[src/rtl/keypad_pkg.sv]
// -----------------------------------------------------------------------------
// keypad_pkg
// Shared definitions for the keypad path: key codes produced by the keypad
// decoder, the blank code shown by the 7-segment driver, and the state
// encoding of the number-entry buffer.
// -----------------------------------------------------------------------------
package keypad_pkg;

    localparam int         KEY_W         = 5;

    localparam logic [4:0] KEY_DIGIT_MAX = 5'd9;
    localparam logic [4:0] KEY_BACKSPACE = 5'd10;
    localparam logic [4:0] KEY_CLEAR     = 5'd11;
    localparam logic [4:0] KEY_ENTER     = 5'd14;
    localparam logic [4:0] KEY_BLANK     = 5'd16;

    typedef enum logic [1:0] {
        ST_IDLE = 2'd0,
        ST_CONV = 2'd1,
        ST_DONE = 2'd2
    } kb_state_e;

    function automatic logic is_digit(input logic [4:0] code);
        return (code <= KEY_DIGIT_MAX);
    endfunction

    // Anything that is not a decimal digit (blank slots in particular)
    // contributes zero to the converted value.
    function automatic logic [3:0] digit_value(input logic [4:0] code);
        return is_digit(code) ? code[3:0] : 4'd0;
    endfunction

endpackage

[src/rtl/bcd_to_bin_seq.sv]
// -----------------------------------------------------------------------------
// bcd_to_bin_seq
// Iterative Horner converter: turns N_DIGITS decimal key codes into a binary
// value, one digit per cycle, most significant slot first.
//
// Ports
//   clk        system clock
//   reset      synchronous, active-high reset
//   start      load: acc <- 0, idx <- N_DIGITS-1, begin iterating next cycle
//   digits_in  digit slots, [0] = units; must stay stable while iterating
//   done       high in the last iteration cycle; value is final from the
//              following cycle on
//   value      accumulated binary value
//
// Latency: start sampled at edge t, iterations on edges t+1 .. t+N_DIGITS,
// value final in cycle t+N_DIGITS+1.
// -----------------------------------------------------------------------------
module bcd_to_bin_seq
    import keypad_pkg::*;
#(
    parameter int N_DIGITS = 3,
    parameter int ACC_W    = $clog2(10 ** N_DIGITS)
) (
    input  logic                         clk,
    input  logic                         reset,
    input  logic                         start,
    input  logic [N_DIGITS-1:0][KEY_W-1:0] digits_in,
    output logic                         done,
    output logic [ACC_W-1:0]             value
);

    localparam int IDX_W = (N_DIGITS > 1) ? $clog2(N_DIGITS) : 1;

    logic [ACC_W-1:0] acc_q, acc_d;
    logic [IDX_W-1:0] idx_q, idx_d;
    logic             run_q, run_d;

    always_comb begin
        acc_d = acc_q;
        idx_d = idx_q;
        run_d = run_q;
        if (start) begin
            acc_d = '0;
            idx_d = IDX_W'(N_DIGITS - 1);
            run_d = 1'b1;
        end else if (run_q) begin
            // The result never exceeds 10**N_DIGITS-1, so working at ACC_W
            // bits loses nothing.
            acc_d = ACC_W'((acc_q * ACC_W'(10)) + ACC_W'(digit_value(digits_in[idx_q])));
            if (idx_q == '0) begin
                run_d = 1'b0;
            end else begin
                idx_d = idx_q - IDX_W'(1);
            end
        end
    end

    always_ff @(posedge clk) begin
        if (reset) begin
            acc_q <= '0;
            idx_q <= '0;
            run_q <= 1'b0;
        end else begin
            acc_q <= acc_d;
            idx_q <= idx_d;
            run_q <= run_d;
        end
    end

    assign done  = run_q && (idx_q == '0);
    assign value = acc_q;

endmodule

[src/rtl/keypad_number_buffer.sv]
// -----------------------------------------------------------------------------
// keypad_number_buffer
// Collects decimal key presses into an N_DIGITS display buffer with
// backspace / clear / enter editing. Enter converts the buffer to binary,
// range-checks it against MAX_VALUE and commits it to the current colour
// channel, stepping through N_CHANNELS channels per frame.
//
//   state   | meaning
//   --------+-----------------------------------------------------------
//   IDLE    | accepting key strobes, editing the digit buffer
//   CONV    | converter iterating over the frozen buffer, strobes dropped
//   DONE    | value final: commit or reject, clear buffer, back to IDLE
//
// Ports
//   clk, reset     system clock, synchronous active-high reset
//   digito         key code (0-9 digit, 10 backspace, 11 clear, 14 enter)
//   cambio_digito  one-cycle strobe, digito valid
//   digits         display digits, [4:0] = units, 16 = blank
//   count, full    digits held / buffer full
//   busy           conversion in progress (CONV and DONE)
//   channel        channel the next commit targets
//   values         committed values, channel 0 at the LSBs
//   commit, error, frame_done   one-cycle result pulses
// All outputs come straight from flops.
// -----------------------------------------------------------------------------
module keypad_number_buffer
    import keypad_pkg::*;
#(
    parameter int N_DIGITS   = 3,
    parameter int N_CHANNELS = 3,
    parameter int MAX_VALUE  = 255,
    parameter int VAL_W      = $clog2(MAX_VALUE + 1)
) (
    input  logic                                              clk,
    input  logic                                              reset,
    input  logic [4:0]                                        digito,
    input  logic                                              cambio_digito,
    output logic [5*N_DIGITS-1:0]                             digits,
    output logic [$clog2(N_DIGITS+1)-1:0]                     count,
    output logic                                              full,
    output logic                                              busy,
    output logic [((N_CHANNELS > 1) ? $clog2(N_CHANNELS) : 1)-1:0] channel,
    output logic [N_CHANNELS*VAL_W-1:0]                       values,
    output logic                                              commit,
    output logic                                              error,
    output logic                                              frame_done
);

    localparam int CNT_W = $clog2(N_DIGITS + 1);
    localparam int CH_W  = (N_CHANNELS > 1) ? $clog2(N_CHANNELS) : 1;
    localparam int ACC_W = $clog2(10 ** N_DIGITS);

    kb_state_e                           state_q, state_d;
    logic [N_DIGITS-1:0][KEY_W-1:0]      digits_q, digits_d;
    logic [CNT_W-1:0]                    count_q, count_d;
    logic                                full_q, full_d;
    logic                                busy_q, busy_d;
    logic [CH_W-1:0]                     channel_q, channel_d;
    logic [N_CHANNELS-1:0][VAL_W-1:0]    values_q, values_d;
    logic                                commit_q, commit_d;
    logic                                error_q, error_d;
    logic                                frame_done_q, frame_done_d;

    logic                                conv_start;
    logic                                conv_done;
    logic [ACC_W-1:0]                    conv_value;

    // The converter reads the live buffer; it cannot change while busy
    // because every strobe is dropped outside IDLE.
    bcd_to_bin_seq #(
        .N_DIGITS (N_DIGITS),
        .ACC_W    (ACC_W)
    ) u_conv (
        .clk       (clk),
        .reset     (reset),
        .start     (conv_start),
        .digits_in (digits_q),
        .done      (conv_done),
        .value     (conv_value)
    );

    always_comb begin
        state_d      = state_q;
        digits_d     = digits_q;
        count_d      = count_q;
        busy_d       = busy_q;
        channel_d    = channel_q;
        values_d     = values_q;
        commit_d     = 1'b0;
        error_d      = 1'b0;
        frame_done_d = 1'b0;
        conv_start   = 1'b0;

        case (state_q)
            ST_IDLE: begin
                if (cambio_digito) begin
                    if (is_digit(digito)) begin
                        // A digit on a full buffer is ignored rather than
                        // pushing the top digit out.
                        if (count_q != CNT_W'(N_DIGITS)) begin
                            for (int i = N_DIGITS - 1; i > 0; i--) begin
                                digits_d[i] = digits_q[i-1];
                            end
                            digits_d[0] = digito;
                            count_d     = count_q + CNT_W'(1);
                        end
                    end else if (digito == KEY_BACKSPACE) begin
                        if (count_q != '0) begin
                            for (int i = 0; i < N_DIGITS - 1; i++) begin
                                digits_d[i] = digits_q[i+1];
                            end
                            digits_d[N_DIGITS-1] = KEY_BLANK;
                            count_d              = count_q - CNT_W'(1);
                        end
                    end else if (digito == KEY_CLEAR) begin
                        digits_d = {N_DIGITS{KEY_BLANK}};
                        count_d  = '0;
                    end else if (digito == KEY_ENTER) begin
                        if (count_q != '0) begin
                            busy_d     = 1'b1;
                            conv_start = 1'b1;
                            state_d    = ST_CONV;
                        end
                    end
                end
            end

            ST_CONV: begin
                if (conv_done) begin
                    state_d = ST_DONE;
                end
            end

            ST_DONE: begin
                // Full-width compare: an over-range entry must not wrap
                // into a legal value.
                if (32'(conv_value) <= 32'(MAX_VALUE)) begin
                    values_d[channel_q] = VAL_W'(conv_value);
                    commit_d            = 1'b1;
                    if (channel_q == CH_W'(N_CHANNELS - 1)) begin
                        channel_d    = '0;
                        frame_done_d = 1'b1;
                    end else begin
                        channel_d = channel_q + CH_W'(1);
                    end
                end else begin
                    error_d = 1'b1;
                end
                digits_d = {N_DIGITS{KEY_BLANK}};
                count_d  = '0;
                busy_d   = 1'b0;
                state_d  = ST_IDLE;
            end

            default: begin
                state_d = ST_IDLE;
            end
        endcase

        full_d = (count_d == CNT_W'(N_DIGITS));
    end

    always_ff @(posedge clk) begin
        if (reset) begin
            state_q      <= ST_IDLE;
            digits_q     <= {N_DIGITS{KEY_BLANK}};
            count_q      <= '0;
            full_q       <= 1'b0;
            busy_q       <= 1'b0;
            channel_q    <= '0;
            values_q     <= '0;
            commit_q     <= 1'b0;
            error_q      <= 1'b0;
            frame_done_q <= 1'b0;
        end else begin
            state_q      <= state_d;
            digits_q     <= digits_d;
            count_q      <= count_d;
            full_q       <= full_d;
            busy_q       <= busy_d;
            channel_q    <= channel_d;
            values_q     <= values_d;
            commit_q     <= commit_d;
            error_q      <= error_d;
            frame_done_q <= frame_done_d;
        end
    end

    assign digits     = digits_q;
    assign count      = count_q;
    assign full       = full_q;
    assign busy       = busy_q;
    assign channel    = channel_q;
    assign values     = values_q;
    assign commit     = commit_q;
    assign error      = error_q;
    assign frame_done = frame_done_q;

endmodule

[config.mk]
export PLATFORM = sky130hd
export DESIGN_NAME = keypad_number_buffer
export DESIGN_NICKNAME = d
export VERILOG_FILES = /design/src/rtl/keypad_pkg.sv /design/src/rtl/bcd_to_bin_seq.sv /design/src/rtl/keypad_number_buffer.sv
export SDC_FILE = /design/constraint.sdc
export NUM_CORES = 1
export LEC_CHECK = 0
export ABC_AREA = 1
export CORE_MARGIN = 2
export CORE_UTILIZATION = 33
export CTS_CLUSTER_DIAMETER = 100
export CTS_CLUSTER_SIZE = 30
export DETAILED_ROUTE_END_ITERATION = 12
export GPL_ROUTABILITY_DRIVEN = 0
export PLACE_DENSITY = 0.58
export SYNTH_ARGS = -nofsm -noshare
export SYNTH_HDL_FRONTEND = slang
export SYNTH_SLANG_ARGS = --single-unit
[constraint.sdc]
create_clock -name clk -period 2.8 [get_ports clk]
set_input_delay 0.7 -clock clk [delete_from_list [all_inputs] [get_ports clk]]
set_output_delay 0.7 -clock clk [all_outputs]
set_load 0.1 [all_outputs]
==> results.ini, run 1 <==
[yosys]
synth_area_leaders=dfxtp_1 (38%), nand2_1 (13%), inv_1 (7.5%), o21ai_0 (7.1%), a21oi_1 (6.7%)
synth_seq_cells=63
seq_area_frac_synth=0.382
yosys_warnings=0
avgSynthCellArea_um2=6.89
synth_top_cell_area_share=0.382
netlist.top_cell.by_area=dfxtp_1
syn_area_mm2=0.00330
netlist_instances=479
synth.net_count=503
synth_cell_types=33

[hold_path]
hp-class=reg -> reg

[worst_setup_path]
crit_end=u_conv.value[8]$_SDFFE_PP0P_
end_kind=flip-flop
cp.required_ps=3020
critical_path_arrival_ps=2720
r2r_setup_slack_ps=310
r2r_start=u_conv.value[1]$_SDFFE_PP0P_
crit_fanout=7
critical_path_class=reg -> reg
r2r_end=u_conv.value[8]$_SDFFE_PP0P_
cp-startpoint=u_conv.value[1]$_SDFFE_PP0P_
start_kind=flip-flop
rr_worst_depth=10

[detailed_routing]
num_vias=3174
drt-total-wl_mm=8.16
firstDrtPassIters=4
wl_per_cell_um=12.1
ant_nets=0
avgViaCountPerCell=4.70
drtIter0Drc=150
drcViolationCount=0

[die]
row_count=36
core-area_mm2=0.00973
die_h_um=104
initial_core_util=0.339
die_w_um=104
fp.dieArea_mm2=0.0108
num_io_pins=56

[sta]
slew_violations=0
hold_viol=0
setup_tns_ps=0
skew_ps=10.8
setup_violations=0
finalCriticalPeriod_ps=2490
worst_pin_slew_ps=666
timing.fmax_ghz=0.401
rsz0062_at_grt=no
slew_headroom=0.555
timing.final.crit_share=0.890

[place]
io_buffers=55
dp_hpwl_mm=5.99

[global_routing]
grt_usage=0.156
met3_usage=0.0332
grt_pass1_vias=2936
gr-total-overflow=0
grt_use_met2=0.242
top_usage_layer=met2
grt_pass1_wl_mm=13.7
antenna_found_initial=0
grt_use_met1=0.211
grt_start_max_net_pins=26

[cts]
clockRootBuffer=clkbuf_8
worstSkewPairLatency_ps=340
hold_buffers=0
cts.clk_slew.worst_paths_ps=70
cts.sinks=63
post-cts-setup-buffers=0
numCtsBuffers=9
htreeDepth=3
cts_tree=done
clockBufferDepth=2

[layout]
fillers=1054
antenna_cells=0
final_layout_size_suffix_gt1_frac=0.170
final-seq-area_mm2=0.00127
multi_input_area_mm2=0.00171
nets=561
synthToLayoutAreaGrowth_pct=26.1
most-common-layout-cells=nand2_1 (115), inv_1 (65), dfxtp_1 (56), buf_4 (56), o21ai_0 (46)
layout_commonest_cell=nand2_1

[run]
maxCapViolations=0

[power]
worst_ir_drop_vdd_uv=190
finalPower_w=0.00227
total_leakage_power_nw=1.85
power_density_mw_per_mm2=546

[run_status]
status=complete, no violations

-- through the flow --
step                      utilization  instances  cell area [um2]  hold WS, ps  setup WS (ps)
after global placement          0.398        659             3870          435            139
after global routing            0.428        675             4160          466           5.60
final                           0.428        675             4160          445            307
after detailed placement        0.398        659             3870          436            157
after floorplan                     -        479             3310          490           49.4
after CTS                       0.426        675             4140          449            139
-- metal layers --
metal	wire (um)	share of wire
met5	0	0
met3	337	0.041
met1	4030	0.49
met4	163	0.020
met2	3630	0.44
-- flip-flops by register name, summed over array words and instances (netlist names) --
| register | count |
|---|---|
| count | 2 |
| commit | 1 |
| values | 24 |
| busy | 1 |
| u_conv.run_q | 1 |
| full | 1 |
| state_q | 2 |
| u_conv.value | 10 |
| error | 1 |
| frame_done | 1 |
| u_conv.idx_q | 2 |
| channel | 2 |
| digits | 15 |
-- Yosys cell counts (all sizes together) --
library cell	instances
nand2	117
inv	67
dfxtp	63
nor2	48
o21ai	47
a21oi	45
nand3	30
ha	14
buf	9
clkbuf	7
nand4	7
o211ai	5
o22ai	3
xnor2	3
a22oi	2
fa	2
nand3b	2
nor3	2
xor2	2
a211oi	1
a21boi	1
clkinv	1
nor4	1
-- layout make-up --
cell class,count,share of cell area
tap,133,0.0400
multi-input combinational,332,0.410
timing repair buffer,63,0.118
sequential,63,0.306
clock buffer,9,0.0298
clock inverter,7,0.0349
inverter,68,0.0613
-- where the power goes --
part / switching, W / leakage, nW / total [W] / internal [W]
registers: 0.0000181 / 0.513 / 0.000929 / 0.000911
clock network: 0.000389 / 0.130 / 0.00107 / 0.000685
logic: 0.000199 / 1.21 / 0.000268 / 0.0000691
-- critical path: stages (launching register included) --
cell     delay, ps
dfxtp_1        560
ha_1           300
ha_1           240
fa_1           550
nand2_1         70
inv_1           80
nand3_1        130
o21ai_0        180
nand2_1         60
o21ai_0        150
inv_1           70
-- how the worst min path moves through the flow --
| stage | slack, ps | startpoint | endpoint | depth (start not counted) |
|---|---|---|---|---|
| 3_5_place_dp | 440 | values[20]$_SDFFE_PP0P_ | values[20]$_SDFFE_PP0P_ | 2 |
| 6_report | 450 | values[10]$_SDFFE_PP0P_ | values[10]$_SDFFE_PP0P_ | 2 |
| 5_1_grt | 470 | values[17]$_SDFFE_PP0P_ | values[17]$_SDFFE_PP0P_ | 2 |
| 4_1_cts | 450 | values[20]$_SDFFE_PP0P_ | values[20]$_SDFFE_PP0P_ | 2 |
| 3_3_place_gp | 430 | values[11]$_SDFFE_PP0P_ | values[11]$_SDFFE_PP0P_ | 2 |
| 2_1_floorplan | 490 | u_conv.value[2]$_SDFFE_PP0P_ | u_conv.value[2]$_SDFFE_PP0P_ | 2 |
-- cells by family after synthesis --
family	synth area share
buffers and inverters	0.104
xor gates and xnor gates	0.0133
AOI/OAI and AO/OA	0.169
DFF	0.382
and+or+nand+nor	0.266
adders and majority gates	0.0652
-- repair_timing --
action	CTS	global route
gates resized for setup	0	8
hold endpoints to repair	0	0
endpoints found under the setup margin	0	4
Note: power is estimated with default switching activity, not from simulation.
==> run 2: changes to the inputs <==
--- a/config.mk
+++ b/config.mk
@@ -13,6 +13,7 @@
 export DETAILED_ROUTE_END_ITERATION = 12
 export GPL_ROUTABILITY_DRIVEN = 0
 export PLACE_DENSITY = 0.58
+export SKIP_CTS_REPAIR_TIMING = 1
 export SYNTH_ARGS = -nofsm -noshare
 export SYNTH_HDL_FRONTEND = slang
 export SYNTH_SLANG_ARGS = --single-unit
==> results of run 2 <==
No change in the layout: final DEF, timing and power equal those of run 1.
==> RTL edit, RTL diff (config.mk and constraints of run 1) <==
`N_DIGITS` is set to 3 in 2 places; all go to 5.
--- a/src/rtl/bcd_to_bin_seq.sv
+++ b/src/rtl/bcd_to_bin_seq.sv
@@ -18,7 +18,7 @@
 module bcd_to_bin_seq
     import keypad_pkg::*;
 #(
-    parameter int N_DIGITS = 3,
+    parameter int N_DIGITS = 5,
     parameter int ACC_W    = $clog2(10 ** N_DIGITS)
 ) (
     input  logic                         clk,
--- a/src/rtl/keypad_number_buffer.sv
+++ b/src/rtl/keypad_number_buffer.sv
@@ -26,7 +26,7 @@
 module keypad_number_buffer
     import keypad_pkg::*;
 #(
-    parameter int N_DIGITS   = 3,
+    parameter int N_DIGITS   = 5,
     parameter int N_CHANNELS = 3,
     parameter int MAX_VALUE  = 255,
     parameter int VAL_W      = $clog2(MAX_VALUE + 1)
Interface: changed (resized count and digits); port bits go from 56 to 67. The function was not compared with the original's and may differ.
==> RTL edit against run 1 <==
  * Routed wire length rose by 73%
  * Synthesized area rose by 61%
  * Sequential cell count rose by 19
  * Final area rose by 60%
  * Power rose by 28%
  * Worst setup slack got worse by 0.19 ns
  * Sequential power rose by 32%
  * First-iteration DRC count rose by 89%
  * Non-clock buffer count rose by 46
  * Fmax fell by 7.1%
  * Sequential share of layout area fell by 5.5 points
  * Critical path depth rose by 11
  * Utilization fell by 0.47 points
  * Critical endpoint is now u_conv.value[15]
==> RTL edit: results (changes against run 1) <==
DR vias/cell=4.82 (+2.4%); vias in the first global route=4686 (+60%); NumNets Final=871 (+55%); met2 Use GR=26.8% (+2.6 points); Vias=5048 (+59%); Worst Setup Slack post-DPL=-0.0584 ns (-0.216 ns); gr usage total=16.9% (+1.4 points); multi-input combinational area share=47.6% (+6.6 points); slowest stage cell, crit path=dfxtp_4; CTS resizes=2 (+2); largest net degree at the start of global routing=53 (+100%); clock power share=41.6% (-5.7 points); TAP cells=216 (+62%); hpwl dp=10600 um (+77%); max FFs per register=25 (+4.2%); Yosys cell types=49 (+48%); switching share of total power=29.6% (+2.9 points); Placed Cells=1026 (+56%); met2 WL=6390 um (+76%); NonClk Buf Share=12.8% (+1.0 points); share of cells above drive strength 1=27.2% (+10 points); Pwr Total=2.91 mW (+28%); Setup Skew=0.00619 ns (-0.00457 ns); post-synthesis sequential area ratio=31.0% (-7.3 points); CP arrival=2.91 ns (+0.19 ns); Clk Latency, worst-skew pair=0.34 ns (about the same); met1 WL=7030 um (+75%); mean post-synth cell area=7.20 sq um (+4.6%); syn nets=780 (+55%); DR iter-0 viols=283 (+89%); sequential share of cell area=25.1% (-5.5 points); Post-DP Area=6230 sq um (+61%); top post-synthesis cells by count=nand2_1 (144), inv_1 (91), dfxtp_1 (82); CP top delay family=simple AND/OR/NAND/NOR gates; dominant cells by area after synthesis=dfxtp_1 (31%), nand2_1 (10%), ha_1 (8.0%); first-pass GRT wire length=23200 um (+69%); Final clock-cell share=4.58% (-1.9 points); Yosys reg bits=82 (+30%); Buffers excl. clock=109 (+73%); Inverters=104 (+53%); status=finished clean; wire length per cell=13.5 um (+11%); critical path fanouts, max=6 (-1); I/O Buffers=66 (+20%); met3 Usage GRT=3.34% (+0.018 points); fillcell total=1636 (+55%); Leakage Power=3.02 nW (+63%); Max-slew headroom=58.1% (+2.6 points); P_seq=1.23 mW (+32%); Multi-input gate area=3180 sq um (+86%); multi-input gates=521 (+57%); GRT met1 Usage=23.8% (+2.6 points); CP peak stage delay=0.37 ns (-0.19 ns)
-- RTL edit: cell types whose count changed after synthesis, sizes merged, moves of 6 or more --
cell	run 1	this run
ha	14	34
nand3	30	61
nand4	7	28
o21ai	47	41
xor2	2	10
clkbuf	7	16
a21oi	45	78
o22ai	3	12
inv	67	102
nand2	117	160
a211oi	1	16
a31oi	0	7
dfxtp	63	82
-- RTL edit: path summary, 6_finish.rpt --
kind	from	endpoint	slack, ns	depth (start not counted)
max reg2reg	u_conv.idx_q[0]	u_conv.value[15]	0.12	21
min reg2reg	values[13]	values[13]	0.46	2
max	u_conv.idx_q[0]	u_conv.value[15]	0.12	21
min	values[13]	values[13]	0.46	2
-- RTL edit: logic make-up after synthesis --
group / Yosys count / share of synthesized area, %
DFF: 82 / 31.0
AOI/OAI and AO/OA: 163 / 18.5
buffers and inverters: 133 / 10.5
and+or+nand+nor: 308 / 28.9
adders and majority gates: 36 / 8.78
xor gates and xnor gates: 14 / 2.31
